File: config.mk
export PLATFORM = sky130hd
export DESIGN_NAME = muldiv_serial
export DESIGN_NICKNAME = d
export VERILOG_FILES = /design/src/rtl/muldiv_pkg.sv /design/src/rtl/muldiv_step.sv /design/src/rtl/muldiv_serial.sv
export SDC_FILE = /design/constraint.sdc
export NUM_CORES = 1
export LEC_CHECK = 0
export ABC_CLOCK_PERIOD_IN_PS = 4630
export CORE_MARGIN = 8
export CORE_UTILIZATION = 45
export DETAILED_ROUTE_END_ITERATION = 8
export PLACE_DENSITY = 0.65
export SLEW_MARGIN = 25
export SYNTH_ARGS = -nofsm -noshare
export SYNTH_HDL_FRONTEND = slang
export SYNTH_SLANG_ARGS = --single-unit
File: constraint.sdc
create_clock -name clk -period 4.63 [get_ports clk]
set_input_delay 0.463 -clock clk [delete_from_list [all_inputs] [get_ports clk]]
set_output_delay 0.463 -clock clk [all_outputs]
set_load 0.05 [all_outputs]
File: src/rtl/muldiv_pkg.sv
// muldiv_pkg: shared types, op encodings and magnitude helper for the serial mul/div unit
package muldiv_pkg;
  typedef enum logic [1:0] {IDLE, RUN, FIX} state_t;
  localparam logic OP_MUL = 1'b0;
  localparam logic OP_DIV = 1'b1;
  localparam int MAXW = 64;
  // Caller sign- or zero-extends into MAXW+1 bits, so |-2^(W-1)| never overflows.
  function automatic logic [MAXW:0] abs_ext(input logic [MAXW:0] v);
    return v[MAXW] ? -v : v;
  endfunction
endpackage

File: src/rtl/muldiv_step.sv
// muldiv_step: one combinational bit step of the serial datapath
//   acc  in   2W+1  {partial result (W+1), multiplier / dividend bits (W)}
//   op   in   W+1   multiplicand / divisor magnitude
//   div  in   1     0 = add-shift (mul), 1 = restoring trial subtract (div)
//   nxt  out  2W+1  accumulator after one bit
module muldiv_step #(
  parameter int WIDTH = 32
) (
  input  logic [2*WIDTH:0] acc,
  input  logic [WIDTH:0]   op,
  input  logic             div,
  output logic [2*WIDTH:0] nxt
);
  logic [WIDTH:0] sum, rem, diff;
  always_comb begin
    sum = acc[2*WIDTH:WIDTH] + (acc[0] ? op : '0);
    rem = acc[2*WIDTH-1:WIDTH-1];
    diff = rem - op;
    nxt = div ? (rem >= op ? {diff, acc[WIDTH-2:0], 1'b1} : {acc[2*WIDTH-1:0], 1'b0})
              : {1'b0, sum, acc[WIDTH-1:1]};
  end
endmodule

File: src/rtl/muldiv_serial.sv
// muldiv_serial: iterative signed/unsigned multiply/divide for the HI/LO path
//   clk    in   1      rising-edge clock
//   rst    in   1      asynchronous active-low reset
//   mst    in   1      start request (ignored while busy)
//   msgn   in   1      1 = signed operands
//   mdiv   in   1      0 = multiply, 1 = divide
//   a, b   in   WIDTH  multiplicand/dividend, multiplier/divisor
//   hi     out  WIDTH  product high half / remainder
//   lo     out  WIDTH  product low half / quotient
//   prodv  out  1      one-cycle pulse when hi/lo update
//   busy   out  1      operation in flight
module muldiv_serial
  import muldiv_pkg::*;
#(
  parameter int WIDTH = 32,
  parameter int BPC   = 1
) (
  input  logic             clk,
  input  logic             rst,
  input  logic             mst,
  input  logic             msgn,
  input  logic             mdiv,
  input  logic [WIDTH-1:0] a,
  input  logic [WIDTH-1:0] b,
  output logic [WIDTH-1:0] hi,
  output logic [WIDTH-1:0] lo,
  output logic             prodv,
  output logic             busy
);
  localparam int N  = WIDTH / BPC;
  localparam int CW = $clog2(N + 1);
  if (WIDTH % BPC != 0 || (BPC != 1 && BPC != 2 && BPC != 4) || WIDTH % 2 != 0 || WIDTH < 8 || WIDTH > MAXW) begin : g_bad
    $error("muldiv_serial: unsupported WIDTH/BPC");
  end
  state_t             state, state_nxt;
  logic [2*WIDTH:0]   acc;
  logic [2*WIDTH:0]   chain [BPC+1];
  logic [WIDTH:0]     op, ma, mb;
  logic               md, neg_q, neg_r;
  logic [CW-1:0]      cnt;
  logic [2*WIDTH-1:0] prod;
  logic [WIDTH-1:0]   quo, rem;
  assign ma = (WIDTH+1)'(abs_ext({{(MAXW+1-WIDTH){msgn & a[WIDTH-1]}}, a}));
  assign mb = (WIDTH+1)'(abs_ext({{(MAXW+1-WIDTH){msgn & b[WIDTH-1]}}, b}));
  assign chain[0] = acc;
  for (genvar i = 0; i < BPC; i++) begin : g_step
    muldiv_step #(.WIDTH(WIDTH)) u_step (
      .acc(chain[i]),
      .op (op),
      .div(md),
      .nxt(chain[i+1])
    );
  end
  always_ff @(posedge clk or negedge rst)
    if (!rst) state <= IDLE;
    else state <= state_nxt;
  always_comb
    state_nxt = state == IDLE ? (mst ? RUN : IDLE)
              : state == RUN  ? (cnt == CW'(1) ? FIX : RUN)
              : IDLE;
  always_comb busy = state != IDLE;
  // neg_q doubles as the product sign for multiply.
  always_comb begin
    prod = neg_q ? -acc[2*WIDTH-1:0] : acc[2*WIDTH-1:0];
    quo = neg_q ? -acc[WIDTH-1:0] : acc[WIDTH-1:0];
    rem = neg_r ? -acc[2*WIDTH-1:WIDTH] : acc[2*WIDTH-1:WIDTH];
  end
  always_ff @(posedge clk or negedge rst) begin
    if (!rst) begin
      {acc, op, md, neg_q, neg_r, cnt, hi, lo, prodv} <= '0;
    end else begin
      prodv <= state == FIX;
      if (state == IDLE && mst) begin
        acc <= {{WIDTH{1'b0}}, ma};
        op <= mb;
        md <= mdiv;
        // Divide by zero keeps the quotient positive so it reads back as all-ones.
        neg_q <= msgn & (a[WIDTH-1] ^ b[WIDTH-1]) & (mdiv == OP_MUL || b != '0);
        neg_r <= msgn & a[WIDTH-1];
        cnt <= CW'(N);
      end else if (state == RUN) begin
        acc <= chain[BPC];
        cnt <= cnt - CW'(1);
      end else if (state == FIX) begin
        hi <= md == OP_DIV ? rem : prod[2*WIDTH-1:WIDTH];
        lo <= md == OP_DIV ? quo : prod[WIDTH-1:0];
      end
    end
  end
endmodule

# == Word-level counts from Yosys, hierarchy flattened ==
# Cells that the tools add are included.
# classes
n_addsub,8
order_cmp,1
n_eq_ne,3
n_mux,18
bitwise,8
n_reduce_logical,7
# ops
op,count
2-to-1 mux 65 bit,4
2-to-1 mux 32 bit,4
2-to-1 mux 33 bit,3
negation 33 bit,2
2-to-1 mux 64 bit,1
negation 32 bit,2
negation 64 bit,1
adder 33 bit,1
greater-or-equal comparator 33 bit,1
subtractor 33 bit,1
nonzero test 32 bit,1
2-to-1 mux 6 bit,2
"equality test 6 x 1 -> 1 bit, second input constant",1
2-to-1 mux 2 bit,3
"subtractor 6 x 1 -> 6 bit, second input constant",1
AND 1 bit,4
nonzero test 2 bit,2
inverter 1 bit,3
AND reduction 3 bit,1
"equality test 2 x 1 -> 1 bit, second input constant",1
"equality test 2 bit, second input constant",1
logical NOT 2 bit,1
logical AND 1 bit,1
logical OR 1 bit,1
2 further kinds,2
# totals
ff_bits,174
input_bits,69
word_cells,55

# == Longest topological paths before layout ==
# Gate-level depths: netlist (run 1).
# logic_depth
ltp_word,5
depth_mapped,15
mapped_depth_nobuf,14

# == Hierarchy ==
# A second synthesis (run 1) with hierarchy kept.
# unflattened
cells_unflattened,1933
hier_area_um2,15080.7
# by_module_without_submodules
mod,n_inst,cells_per_inst,area_each_um2,seq_area_each_um2
muldiv_serial,1,1196,10032.1,4354.2
muldiv_step,1,737,5048.6,0.0

# == Least setup slack after synthesis (run 1) ==
# OpenSTA, ideal clock, no wires.
# synth_path
path_type,register to register
start,register acc[0]
end,register acc[56]
t_arrival_ns,3.395
required_ns,4.491
setup_slack_ns,1.096
stages_incl_launch_ff,15
n_path_buf,1
synth_period_minus_slack_ns,3.534
path_cell_list,dfrtp_1 > inv_1 > buf_1 > nor2_1 > ha_1 > a21o_1 > a21o_1 > a2111oi_0 > a21oi_1 > o31ai_1 > nor2_1 > or3_1 > a21oi_1 > xor2_1 > o221ai_1
# synth_between
elab_chain_len,5
# synth_lines
item,line,source
"start, declared",muldiv_serial.sv:36,logic [2*WIDTH:0] acc;
"start signal, assigned",muldiv_serial.sv:74,"acc <= {{WIDTH{1'b0}}, ma};"
"start signal, assigned",muldiv_serial.sv:82,acc <= chain[BPC];
2-to-1 mux 33 bit,muldiv_step.sv:16,sum = acc[2*WIDTH:WIDTH] + (acc[0] ? op : '0);
adder 33 bit,muldiv_step.sv:16,
2-to-1 mux 65 bit,muldiv_step.sv:19,"nxt = div ? (rem >= op ? {diff, acc[WIDTH-2:0], 1'b1} : {acc[2*WIDTH-1:0], 1'b0})"
2-to-1 mux 65 bit,muldiv_serial.sv:81,end else if (state == RUN) begin
2-to-1 mux 65 bit,muldiv_serial.sv:73,if (state == IDLE && mst) begin
# No other way between the ends. The select of a mux whose other input is x is not followed.
# A chain may end at the register's enable or synchronous reset.

# == Worst setup path in the final report (run 1) ==
# layout_path
start,register acc[0]
end,register acc[63]
# The elaborated chain is that of the path after synthesis.

==> PnR_summary.wiki, run 1 <==
{| class="wikitable"
! Metric !! Value
|-
| Post-CTS Setup Bufs || 0
|-
| Number of placed instances, taps included || 2183
|-
| Die boundary height || 191 um
|-
| Count of cells resized by post-cts repair || 0
|-
| Most frequent cells in the layout || 224 x sky130_fd_sc_hd__o21ai_0, 222 x sky130_fd_sc_hd__nand2_1, 173 x sky130_fd_sc_hd__dfrtp_1, 133 x sky130_fd_sc_hd__clkdlybuf4s50_1, 131 x sky130_fd_sc_hd__nor2_1
|-
| Setup-violating endpoint count in the final report || 0
|-
| Count of unresolved DRC violations after routing || 0
|-
| Arrival time at the worst endpoint || 4.48 ns
|-
| Port Buffer Count || 134
|-
| Post-route setup TNS || 0 ns
|-
| Number of flops mapped to enable cells by yosys || 0
|-
| Synthesis-stage register bit count || 174
|-
| Wire length of the first global-routing pass || 66000 um
|-
| Average wire length per cell after detail routing || 18.8 um
|-
| Starting utilization of the core area || 45.3%
|-
| Area growth from synthesis to layout || 17.1%
|-
| Mapped Avg Cell Area || 8.02 um^2
|-
| Sinks on the clock net || 174
|-
| Power density over cell area || 204 nW/um^2
|-
| Least-Margin Pin Slew || 0.958 ns
|-
| Post-layout nets || 1948
|-
| Core Footprint || 30300 um^2
|-
| Share of synthesized flip-flops with an asynchronous set or reset || 100%
|-
| Cell leakage power || 6.84 nW
|-
| Initial antenna violation count || 0
|-
| Number of maximum-capacitance violations || 0
|-
| Count of routing violations after the opening detailed-route iteration || 972
|-
| Synth Warn # || 0
|-
| Boundary Pins || 135
|-
| Peak supply drop || 243 uV
|-
| Ratio of cells with drive above 1 in the final layout || 5.00%
|-
| Final Cycle Share || 88.9%
|-
| CTS clock-pin slew for the worst setup and hold paths || 0.08 ns
|-
| Dominant register cell in the synthesized netlist || sky130_fd_sc_hd__dfrtp_1
|-
| Placer congestion estimate || 0.957
|-
| Setup repair after global routing missed its margin || no
|-
| CTS tree || built
|-
| Combinational power share || 6.1%
|-
| Relative max-transition margin || 35.9%
|-
| Sequential Power Share || 46.2%
|-
| Largest fanout of any net on the critical path || 10
|-
| Run status || completed
|-
| Drt via density || 5.74
|-
| Data required time at the worst endpoint || 4.99 ns
|-
| Horizontal die dimension || 191 um
|-
| Hold-fix buffers at CTS || 0
|-
| Vias post-DR || 12720
|-
| Sw Ratio || 25.3%
|-
| Pin count of the biggest net entering global routing || 97
|-
| Start point of the critical path || acc[0]$_DFFE_PN0P_
|-
| Most common cell after layout, fill and taps aside || sky130_fd_sc_hd__o21ai_0
|-
| Vias in the first global route || 12014
|-
| Final count of pins violating max slew || 0
|-
| Total internal power || 2.46 mW
|-
| FF-to-FF Start || acc[0]$_DFFE_PN0P_
|-
| Detailed placer's ending HPWL || 32200 um
|-
| Type of the worst min-delay path || in -> async
|-
| Number of standard cells in the layout, taps in and fillers out || 2215
|-
| Number of different library cells in the post-synthesis netlist || 70
|-
| Synthesized instance count || 1715
|-
| Fillers || 2974
|-
| WS Path Type || reg -> reg
|-
| Wire length after detailed routing || 41700 um
|-
| Clock insertion delay at the later pin of the skew report || 0.45 ns
|-
| Cell at the root of the clock tree || sky130_fd_sc_hd__clkbuf_16
|-
| Level count of the clock H-tree || 4
|-
| Die area || 36400 um^2
|-
| Total chip power || 3.29 mW
|-
| Number of hold violations in the final report || 0
|-
| Antenna cells || 0
|-
| Number of search-and-repair iterations in the first detailed-routing pass || 7
|-
| Final standard cell utilization of the core || 53.1%
|-
| Peak Freq || 243 MHz
|-
| Clock skew || 0.0122 ns
|-
| Longest Clk Path Bufs || 2
|-
| Setup crit start kind || flop
|-
| Min cycle time layout || 4.12 ns
|-
| TritonCTS Buffers || 17
|-
| Syn nets || 1857
|-
| Tot GR Track Use || 22.6%
|-
| Relative contribution of the clock network to total power || 47.8%
|-
| Netlist area before placement || 13700 um^2
|-
| Routed Antenna Nets || 0
|-
| Fraction of the yosys area taken by sequential cells || 31.7%
|-
| Power dissipated by switching net loads || 833 uW
|-
| Placement row count || 64
|-
| Worst Setup End Kind || flop
|-
| Sum of overflow across all layers after global routing || 0
|}
## cells by family (layout without fill, tap and decap cells)
| family | Yosys count | after routing | synth area share (%) |
|---|---|---|---|
| XOR/XNOR | 175 | 175 | 11.1 |
| buffers and inverters | 148 | 252 | 4.12 |
| AND/OR/NAND/NOR | 552 | 552 | 18.3 |
| multiplexers | 53 | 53 | 3.92 |
| AO/OA/AOI/OAI | 540 | 540 | 24.1 |
| flip-flops | 174 | 174 | 31.7 |
| adder cells (fa/ha/maj) | 73 | 73 | 6.75 |
## path summary, 6_finish.rpt
kind                                        to  slack (ns)  cells after the start
min reg2reg                 hi[18]$_DFFE_PN0P_        0.48                      2
max                        acc[63]$_DFFE_PN0P_        0.51                     13
max in group asynchronous       md$_DFFE_PN0P_        3.41                      2
max reg2reg                acc[63]$_DFFE_PN0P_        0.51                     13
min in group clk            hi[18]$_DFFE_PN0P_        0.48                      2
min                         state[1]$_DFF_PN0_        0.07                      1
## layer usage
metal  wire, um  global-route usage (%)  up-vias  part of all wire, %
li1           -                       -     6301                    -
met1      20500                    33.0     5979                   49
met2      17700                    33.2      405                   42
met3       3070                    5.38       35                  7.4
met4        461                    5.01        0                  1.1
met5          0                       0        -                    0
## area by class of cell
| type | instances | area, um^2 | share of cell area (%) |
|---|---|---|---|
| tap | 396 | 495 | 3.08 |
| sequential | 174 | 4360 | 27.0 |
| clock inverter | 14 | 191 | 1.19 |
| clock buffer | 18 | 439 | 2.73 |
| timing repair buffer | 160 | 1540 | 9.55 |
| inverter | 60 | 225 | 1.40 |
| multi-input combinational | 1393 | 8860 | 55.0 |
## power groups by stage
stage                     Clock (mW)  Sequential [mW]  Combinational [mW]
after floorplan                    0             1.55              0.0723
after global placement             0             1.55               0.200
after detailed placement           0             1.55               0.202
after CTS                       1.59             1.52               0.203
after global routing            1.66             1.52               0.221
final                           1.57             1.52               0.199
## cell usage after synthesis (all sizes together), types with 4 or more instances
cell / count / share of area, %
a211oi: 13 / 0.71
a21boi: 4 / 0.22
a21o: 32 / 1.7
a21oi: 106 / 3.9
a22oi: 11 / 0.60
a311oi: 4 / 0.25
a31oi: 15 / 0.68
and2: 15 / 0.68
and3: 8 / 0.36
buf: 15 / 0.49
clkbuf: 73 / 2.0
dfrtp: 174 / 32
ha: 71 / 6.5
inv: 60 / 1.6
mux2: 7 / 0.57
mux2i: 46 / 3.3
nand2: 225 / 6.2
nand2b: 20 / 0.91
nand3: 37 / 1.3
nand4: 9 / 0.41
nor2: 132 / 3.6
nor2b: 12 / 0.55
nor3: 41 / 1.5
nor4: 12 / 0.66
o211ai: 36 / 2.0
o21a: 10 / 0.55
o21ai: 226 / 8.3
o21bai: 9 / 0.49
o31a: 5 / 0.32
o31ai: 23 / 1.3
o41ai: 12 / 0.82
or2: 6 / 0.27
or3: 18 / 0.86
or4: 12 / 0.71
xnor2: 86 / 5.5
xor2: 89 / 5.7
## metrics by stage
step                      worst slack, ns  area [um^2]  hold slack (ns)
after global routing                0.113        16100            0.166
final                               0.512        16100           0.0729
after global placement              0.674        15500            0.460
after detailed placement            0.629        15500            0.470
after CTS                           0.578        16100            0.141
after floorplan                      1.10        13700            0.167
## worst max-delay path: stages, from the launching register on
cell and delay [ns]:
sky130_fd_sc_hd__dfrtp_1 0.47, sky130_fd_sc_hd__inv_1 0.30, sky130_fd_sc_hd__nor2_1 0.15, sky130_fd_sc_hd__fa_1 0.47, sky130_fd_sc_hd__a211oi_1 0.28, sky130_fd_sc_hd__o21ai_0 0.23, sky130_fd_sc_hd__o21ai_0 0.32, sky130_fd_sc_hd__a311oi_1 0.21
sky130_fd_sc_hd__a311oi_1 0.67, sky130_fd_sc_hd__o21ai_0 0.26, sky130_fd_sc_hd__a31oi_1 0.26, sky130_fd_sc_hd__xnor2_1 0.13, sky130_fd_sc_hd__o21ai_0 0.08, sky130_fd_sc_hd__o21ai_0 0.19
## flip-flops by register name, indices dropped and copies added, names as in the netlist
register	cells
state	2
neg_q	1
md	1
op	33
hi	32
neg_r	1
prodv	1
acc	65
cnt	6
lo	32
Note: power is estimated with default switching activity, not from simulation.
==> inputs of run 2 (changes only) <==
Settings changed: ABC_CLOCK_PERIOD_IN_PS 4630 to not set, PLACE_DENSITY 0.65 to not set, SYNTH_HIERARCHICAL set to 1.
==> run 2 against run 1 <==
  * Combinational power rose by 3%
  * Largest cell class unchanged
  * Total power rose by 2.1%
  * Highest routed layer unchanged
  * Final cell count grew 12%
  * Maximum frequency grew 5.8%
==> PnR_summary.wiki, run 2 <==
{| class="wikitable"
! Metric !! Value
|-
| Run status || completed
|-
| Boundary Pins || 135
|-
| Wire length after detailed routing || 50300 um
|-
| Final Cycle Share || 84.0%
|-
| Data required time at the worst endpoint || 5.00 ns
|-
| Post-route setup TNS || 0 ns
|-
| Final count of pins violating max slew || 0
|-
| Detailed placer's ending HPWL || 38700 um
|-
| Die area || 39600 um^2
|-
| Number of flops mapped to enable cells by yosys || 0
|-
| Synth Warn # || 6
|-
| Mapped Avg Cell Area || 7.80 um^2
|-
| Synthesized instance count || 1933
|-
| Most frequent cells in the layout || 300 x sky130_fd_sc_hd__nand2_1, 195 x sky130_fd_sc_hd__o21ai_0, 173 x sky130_fd_sc_hd__dfrtp_1, 146 x sky130_fd_sc_hd__nor2_1, 133 x sky130_fd_sc_hd__clkdlybuf4s50_1
|-
| Post-layout nets || 2166
|-
| Worst Setup Slack post-DPL || 0.770 ns
|-
| Hold-fix buffers at CTS || 0
|-
| Count of cells resized by post-cts repair || 0
|-
| Initial antenna violation count || 0
|-
| Crit path buffers/inverters || 1
|-
| Area occupied by multi-input gates || 10100 um^2
|-
| Synth Area in Simple Gates || 23.7%
|-
| Dominant register cell in the synthesized netlist || sky130_fd_sc_hd__dfrtp_1
|-
| Count of unresolved DRC violations after routing || 0
|-
| Synth Area in XOR/XNOR || 9.23%
|-
| End of the worst register-to-register path || acc[63]$_DFFE_PN0P_
|-
| Worst slack on hold paths || 0.0430 ns
|-
| Fillers || 3320
|-
| Tot GR Track Use || 25.1%
|-
| Horizontal die dimension || 199 um
|-
| FF-to-FF Start || acc[0]$_DFFE_PN0P_
|-
| Fraction of the mapped netlist area in compound gates || 22.5%
|-
| Netlist area before placement || 15100 um^2
|-
| TritonCTS Buffers || 17
|-
| Top cells by instance count after synthesis || 301 x sky130_fd_sc_hd__nand2_1, 195 x sky130_fd_sc_hd__o21ai_0, 174 x sky130_fd_sc_hd__dfrtp_1, 147 x sky130_fd_sc_hd__nor2_1, 117 x sky130_fd_sc_hd__a21oi_1
|-
| Average wire length per cell after detail routing || 20.2 um
|-
| Most common cell after layout, fill and taps aside || sky130_fd_sc_hd__nand2_1
|-
| Number of search-and-repair iterations in the first detailed-routing pass || 5
|-
| Standard cell with the maximum stage delay on the critical path || sky130_fd_sc_hd__dfrtp_1
|-
| Main area contributors after synthesis || sky130_fd_sc_hd__dfrtp_1 29%, sky130_fd_sc_hd__nand2_1 7.5%, sky130_fd_sc_hd__o21ai_0 6.5%, sky130_fd_sc_hd__ha_1 5.9%, sky130_fd_sc_hd__xnor2_1 4.7%
|-
| Fraction of the yosys area taken by sequential cells || 28.9%
|-
| Longest Clk Path Bufs || 2
|-
| WS Path Type || reg -> reg
|-
| Cell occurring most often along the worst timing path || sky130_fd_sc_hd__nor3_1
|-
| Count of cells along the worst register-to-register path || 15
|-
| Flip-flop count of the largest register, all copies and words added || 65
|-
| Relative max-transition margin || 38.4%
|-
| Final standard cell utilization of the core || 52.7%
|-
| Count of routing violations after the opening detailed-route iteration || 1213
|-
| Core Footprint || 33300 um^2
|-
| Area growth from synthesis to layout || 16.4%
|-
| Max stage delay on crit path || 0.54 ns
|-
| Number of maximum-capacitance violations || 0
|-
| Area used by sequential logic in the layout || 4360 um^2
|-
| Min cycle time layout || 3.89 ns
|-
| Placed inst area || 16900 um^2
|-
| Ratio of cells with drive above 1 in the final layout || 6.43%
|-
| Instance count on the critical path || 15
|-
| Port Buffer Count || 134
|-
| Placer congestion estimate || 0.941
|-
| Cells along the critical path || and2_1 > ha_1 > fa_1 > a211o_1 > a211oi_1 > nor4bb_1 > nor3_1 > buf_4 > nor3_1 > a311oi_1 > or3_1 > a31oi_1 > a221oi_1 > nand2_1 > o21ai_0
|-
| Sum of overflow across all layers after global routing || 0
|-
| Wire length of the first global-routing pass || 78400 um
|-
| Vias in the first global route || 14037
|-
| Starting utilization of the core area || 45.3%
|-
| Combinational family with the most area after synthesis || simple AND/OR/NAND/NOR gates
|-
| Fin area || 17600 um^2
|-
| Largest registers in the final layout || acc (65), op (33)
|-
| Share of synthesized flip-flops with an asynchronous set or reset || 100%
|-
| Peak Freq || 257 MHz
|-
| Routed Antenna Nets || 0
|-
| Die boundary height || 199 um
|-
| Arrival time at the worst endpoint || 4.26 ns
|-
| Top register by number of flip-flops || acc
|-
| Peak supply drop || 264 uV
|-
| Antenna cells || 0
|-
| Vias post-DR || 14691
|-
| Post-CTS Setup Bufs || 0
|-
| Number of hold violations in the final report || 0
|-
| Mux share of post-synthesis cell area || 5.04%
|-
| Largest area contributor in the synthesized netlist || sky130_fd_sc_hd__dfrtp_1
|-
| Setup repair after global routing missed its margin || no
|-
| CTS tree || built
|-
| Clock insertion delay at the later pin of the skew report || 0.46 ns
|-
| Slack of the worst reg-to-reg path || 0.74 ns
|-
| Most frequent cell after synthesis || sky130_fd_sc_hd__nand2_1
|-
| Setup WS post-layout || 0.740 ns
|-
| Power density over cell area || 191 nW/um^2
|-
| Level count of the clock H-tree || 4
|-
| Pin count of the biggest net entering global routing || 93
|-
| CTS clock-pin slew for the worst setup and hold paths || 0.08 ns
|-
| Synthesis-stage register bit count || 174
|-
| Worst Setup End Kind || flop
|-
| Clock skew || 0.0138 ns
|-
| Drt via density || 5.91
|-
| Cell leakage power || 6.93 nW
|-
| Cell at the root of the clock tree || sky130_fd_sc_hd__clkbuf_16
|-
| Setup-violating endpoint count in the final report || 0
|-
| Largest fanout of any net on the critical path || 15
|-
| Syn nets || 2075
|-
| Sinks on the clock net || 174
|-
| Type of the worst min-delay path || in -> async
|-
| Number of different library cells in the post-synthesis netlist || 85
|-
| Portion of synthesized cell area occupied by the leading cell type || 28.9%
|-
| Setup crit start kind || flop
|-
| Least-Margin Pin Slew || 0.925 ns
|-
| Placement row count || 67
|-
| Cell family with the largest share of critical-path delay || compound AO/OA/AOI/OAI gates
|-
| Adder-cell share of the synthesized area || 6.16%
|}
[run 2: changes by cell type after synthesis, sizes merged, moves of 16 or more]
cell / delta
a31oi: +18
and2: +30
and3: +16
mux2: +24
nand2: +76
nor4: +19
o211ai: -27
o21ai: -24
[run 2: worst reg2reg max path, delay by kind of cell, from the launching register on]
kind            cells  cell delay (ns)
fa+ha+maj           2             0.64
simple gates        6             0.96
compound gates      6             1.50
buf+inv             1             0.18
flops               1             0.54
[run 2: power breakdown]
| group | leakage, nW | switching (mW) | internal [mW] | total (mW) |
|---|---|---|---|---|
| sequential | 2.09 | 0 | 1.52 | 1.52 |
| clock | 0.311 | 0.709 | 0.926 | 1.63 |
| combinational | 4.53 | 0.112 | 0.0929 | 0.205 |
[run 2: worst max-delay path by stage]
| stage | from | to | slack, ns |
|---|---|---|---|
| 2_1_floorplan | acc[0]$_DFFE_PN0P_ | acc[63]$_DFFE_PN0P_ | 1.49 |
| 3_3_place_gp | acc[0]$_DFFE_PN0P_ | acc[63]$_DFFE_PN0P_ | 0.80 |
| 3_5_place_dp | acc[0]$_DFFE_PN0P_ | acc[63]$_DFFE_PN0P_ | 0.77 |
| 4_1_cts | acc[0]$_DFFE_PN0P_ | acc[63]$_DFFE_PN0P_ | 0.74 |
| 5_1_grt | acc[0]$_DFFE_PN0P_ | acc[63]$_DFFE_PN0P_ | 0.55 |
| 6_report | acc[0]$_DFFE_PN0P_ | acc[63]$_DFFE_PN0P_ | 0.74 |
[run 2: routing by layer]
layer	wire [um]	GRT usage [%]
met5	0	0
met2	22900	40.1
met1	23100	34.8
met4	1390	8.67
met3	2890	2.80
[run 2: final cells by class]
type	count	share of cell area, %
clock buffer	18	2.45
clock inverter	14	1.28
inverter	68	1.45
multi-input combinational	1592	57.4
sequential	174	24.8
tap	448	3.19
timing repair buffer	171	9.37
[run 2: metrics by stage]
| stage | cells | total power, mW |
|---|---|---|
| 6_report | 2485 | 3.36 |
| 3_5_place_dp | 2453 | 1.76 |
| 5_1_grt | 2485 | 3.47 |
| 3_3_place_gp | 2453 | 1.76 |
| 4_1_cts | 2485 | 3.39 |
| 2_1_floorplan | 1933 | 1.62 |
[run 2: cells by family (layout without fill, tap and decap cells)]
| kind of cell | count (synthesis) | count (layout) |
|---|---|---|
| AND/OR/NAND/NOR | 749 | 749 |
| AO/OA/AOI/OAI | 539 | 539 |
| flip-flops | 174 | 174 |
| buffers and inverters | 167 | 271 |
| XOR/XNOR | 159 | 159 |
| adder cells (fa/ha/maj) | 73 | 73 |
| multiplexers | 72 | 72 |
